<file path="config.mk">
export PLATFORM = sky130hd
export DESIGN_NAME = complex_counter_arbiter
export DESIGN_NICKNAME = d
export VERILOG_FILES = /design/src/rtl/complex_counter_arbiter.sv
export SDC_FILE = /design/constraint.sdc
export NUM_CORES = 1
export LEC_CHECK = 0
export CAP_MARGIN = 20
export CORE_AREA = 4 4 49 51
export DETAILED_ROUTE_END_ITERATION = 8
export DIE_AREA = 0 0 53 55
export GPL_TIMING_DRIVEN = 0
export PLACE_DENSITY = 0.67
export REMOVE_ABC_BUFFERS = 1
export SYNTH_ARGS = -nofsm -noshare
export SYNTH_HDL_FRONTEND = slang
export SYNTH_SLANG_ARGS = --single-unit
</file>
<file path="constraint.sdc">
create_clock -name CLOCK -period 1.4 [get_ports CLOCK]
set_input_delay 0.42 -clock CLOCK [delete_from_list [all_inputs] [get_ports CLOCK]]
set_output_delay 0.42 -clock CLOCK [all_outputs]
set_load 0.005 [all_outputs]
</file>
<file path="src/rtl/complex_counter_arbiter.sv">
// complex_counter_arbiter: grants a shared 3-bit mode-dependent counter to one of
// two requesters, steps it until it reaches the owner's target (or a step limit
// expires), then pulses ACK/ERR back to the owner and rotates priority.
module complex_counter_arbiter #(
  parameter int NSTEP_MAX = 8
) (
  input  logic       CLOCK,
  input  logic       nReset,
  input  logic [1:0] REQ,
  input  logic [1:0] MODE_IN,
  input  logic [2:0] TGT0,
  input  logic [2:0] TGT1,
  input  logic [2:0] COUNT,
  output logic       M,
  output logic       STEP,
  output logic [1:0] GNT,
  output logic [1:0] ACK,
  output logic       ERR,
  output logic       BUSY
);

  localparam logic [1:0] ST_IDLE = 2'b00;
  localparam logic [1:0] ST_RUN  = 2'b01;
  localparam logic [1:0] ST_FIN  = 2'b10;

  localparam logic [3:0] STEP_LIMIT = 4'(NSTEP_MAX);

  logic [1:0] state_r;
  logic [1:0] state_s;
  logic       ptr_r;
  logic       owner_r;
  logic       mode_r;
  logic [2:0] tgt_r;
  logic [3:0] step_cnt_r;
  logic       err_r;

  logic       sel_s;
  logic       hit_s;
  logic       limit_s;
  logic [1:0] owner_oh_s;

  // Owner selection, target hit and step-limit detection
  always_comb begin
    if (REQ == 2'b11) begin
      sel_s = ptr_r;
    end else begin
      sel_s = REQ[1];
    end
    hit_s      = (COUNT == tgt_r);
    limit_s    = ((step_cnt_r + 4'd1) == STEP_LIMIT);
    owner_oh_s = owner_r ? 2'b10 : 2'b01;
  end

  // State register
  always_ff @(posedge CLOCK or negedge nReset) begin
    if (!nReset) begin
      state_r <= ST_IDLE;
    end else begin
      state_r <= state_s;
    end
  end

  // Next-state logic; the unused encoding falls back to IDLE
  always_comb begin
    state_s = ST_IDLE;
    case (state_r)
      ST_IDLE: begin
        if (REQ != 2'b00) begin
          state_s = ST_RUN;
        end else begin
          state_s = ST_IDLE;
        end
      end
      ST_RUN: begin
        if (hit_s || limit_s) begin
          state_s = ST_FIN;
        end else begin
          state_s = ST_RUN;
        end
      end
      ST_FIN:  state_s = ST_IDLE;
      default: state_s = ST_IDLE;
    endcase
  end

  // Job context: latched on grant, step counting in RUN, pointer rotation in FIN
  always_ff @(posedge CLOCK or negedge nReset) begin
    if (!nReset) begin
      ptr_r      <= 1'b0;
      owner_r    <= 1'b0;
      mode_r     <= 1'b0;
      tgt_r      <= 3'd0;
      step_cnt_r <= 4'd0;
      err_r      <= 1'b0;
    end else begin
      case (state_r)
        ST_IDLE: begin
          if (REQ != 2'b00) begin
            owner_r    <= sel_s;
            mode_r     <= MODE_IN[sel_s];
            tgt_r      <= sel_s ? TGT1 : TGT0;
            step_cnt_r <= 4'd0;
            err_r      <= 1'b0;
          end
        end
        ST_RUN: begin
          if (!hit_s) begin
            step_cnt_r <= step_cnt_r + 4'd1;
            if (limit_s) begin
              err_r <= 1'b1;
            end
          end
        end
        ST_FIN: begin
          ptr_r <= ~owner_r;
        end
        default: begin
          ptr_r <= ptr_r;
        end
      endcase
    end
  end

  // Outputs decoded from the registered state and job context
  always_comb begin
    M    = 1'b0;
    STEP = 1'b0;
    GNT  = 2'b00;
    ACK  = 2'b00;
    ERR  = 1'b0;
    BUSY = (state_r != ST_IDLE);
    case (state_r)
      ST_RUN: begin
        M    = mode_r;
        STEP = ~hit_s;
        GNT  = owner_oh_s;
      end
      ST_FIN: begin
        GNT = owner_oh_s;
        ACK = owner_oh_s;
        ERR = err_r;
      end
      default: begin
        GNT = 2'b00;
      end
    endcase
  end

endmodule

</file>
==> reports/metrics.yaml <==
status: "finished with violations"
violations: "negative setup slack"
slew_headroom_pct: 60.1
root_buffer: "clkbuf_4"
grt_pass1_wl_mm: 3.21
min_period_over_period_pct: 123
htreeDepth: 1
tritoncts: "done"
worst_pin_slew_ps: 597
fillers: 154
synthTopCellsByArea: "dfrtp_1 42%, ha_1 6.5%, mux2i_1 5.2%"
seq_area_um2: 325
diodes: 0
cp_data_required_time_ps: 980
setup-violations-final: 12
vias_per_cell: 5.08
numClockSinks: 13
max_freq_ghz: 0.580
synth_top_area_share_pct: 42.1
initial_core_util_pct: 39.8
critPathKind: "flip-flop to output port"
netlist_instances: 82
setup_ws_ps: -324
synth_area_um2: 773
powerDensity_nw_per_um2: 2150
dp_slack_ps: -913
synth-edff-count: 0
coreArea_um2: 1940
skew_ps: 0.466
place_hpwl_mm: 1.28
end_kind: "output port"
clkTransAtPathRegs_ps: 80
synth_area_per_cell_um2: 9.43
ant_nets: 0
async_reset_ff_share_pct: 100
row_count: 16
drtIter0Drc: 9
port_buffers: 22
via_count: 726
wl_mm: 1.98
slew_viol_final: 0
insertion_delay_ps: 270
crit_fanout: 2
grt_setup_unrepaired: "yes"
area_delta_synth_final_pct: 65.0
ys_ff_latch: 13
ys.flop_type: "dfrtp_1"
final_cell_mix: "13 x dfrtp_1, 13 x buf_6, 9 x nand2_1, 9 x clkdlybuf4s50_1"
multiInputGateArea_um2: 553
nets: 136
synth_top_area_cell: "dfrtp_1"
drive_gt1_share_pct: 39.7
cp.arrival_ps: 1300
ios: 23
synth.yosys.seq_area_share_pct: 42.1
grt_max_degree: 14
holdCritPathClass: "flip-flop to flip-flop"
die_area_um2: 2920
cts_buffers: 3
route.detailed.drc: 0
clockBufferDepth: 2
wl_per_cell_um: 13.8
worst_ir_drop_vdd_uv: 1340
startpoint_type: "flip-flop"
grt-ovfl-total: 0
die_x_um: 53
grt_use_total_pct: 15.3
maxCapViolations: 0
grt_pass1_vias: 756
total_power_w: 0.00275
hold_viol: 0
die_h_um: 55
fin_tns_setup_ps: -2250
synth_warnings: 0
dr.pass1.iters: 4
power.leakage_nw: 0.593
ctsHoldBuffers: 0
period_needed_ps: 1720
antenna_found_initial: 0
synth_cell_types: 29
place_congestion: 0.726
==> registers in the layout, summed over array words and instances (netlist names) <==
name and cells:
err_r 1, mode_r 1, owner_r 1, ptr_r 1, state_r 2, step_cnt_r 4, tgt_r 3
==> critical path: stages, from the launching register on <==
cell and delay, ps:
dfrtp_1 400, buf_6 120, ha_4 160, buf_6 110
and2_4 130, buf_6 100
==> worst paths after layout <==
| path | endpoint | cells past startpoint | slack [ps] | from |
|---|---|---|---|---|
| setup / recovery | STEP | 5 | -320 | state_r[0]$_DFF_PN0_ |
| hold / removal | mode_r$_DFFE_PN0P_ | 2 | 500 | mode_r$_DFFE_PN0P_ |
| setup reg to reg | step_cnt_r[3]$_DFFE_PN0P_ | 6 | -160 | state_r[1]$_DFF_PN0_ |
| hold reg to reg | mode_r$_DFFE_PN0P_ | 2 | 500 | mode_r$_DFFE_PN0P_ |
| max in group asynchronous | mode_r$_DFFE_PN0P_ | 1 | 500 | nReset |
| min in group asynchronous | step_cnt_r[0]$_DFFE_PN0P_ | 1 | 520 | nReset |
==> per-stage QoR <==
stage               util (%)  hold slack (ps)  std cells  area, µm²
floorplan                  -              124         79        754
global placement        51.9              468        128       1010
detailed placement      51.9              473        128       1010
CTS                     62.0              491        141       1200
global route            65.7              542        143       1280
finish                  65.7              500        143       1280
==> where the power goes <==
part | leakage [nW] | internal, W | total, W | switching, W
Sequential | 0.161 | 0.000549 | 0.000740 | 0.000191
Combinational | 0.417 | 0.00104 | 0.00177 | 0.000731
Clock | 0.0150 | 0.000110 | 0.000234 | 0.000124
==> layer usage <==
metal  vias to the layer above  part of all wire, %  global-route usage [%]
li1                        354                    -                       -
met1                       353                   40                    16.3
met2                        19                   55                    30.2
met3                         0                  5.1                    2.14
met4                         0                    0                    6.38
met5                         -                    0                       0
==> cell type report <==
cell class	count	share of cell area (%)
tap	27	2.65
sequential	13	25.5
clock buffer	4	2.06
inverter	4	1.37
multi-input combinational	62	43.3
timing repair buffer	33	25.1
==> cell usage after synthesis, types with 4 or more instances <==
cell type  count
dfrtp_1       13
nand2_1        9
and2_1         5
o21ai_0        5
a21oi_1        4
ha_1           4
inv_1          4
mux2i_1        4
nor2_1         4
==> cell families after synthesis <==
| logic type | synth area share [%] |
|---|---|
| DFF | 42.1 |
| muxes | 6.63 |
| adders and majority gates | 6.47 |
| and+or+nand+nor | 20.1 |
| buffers and inverters | 4.37 |
| AOI/OAI and AO/OA | 17.0 |
| xor gates and xnor gates | 3.40 |
==> repair_timing <==
action	in CTS	in global routing
pin swaps	5	2
resized for setup	65	22
cloned	0	1
setup endpoints to repair	19	17
setup buffers	9	2
Power figures use the tool's default switching activity.
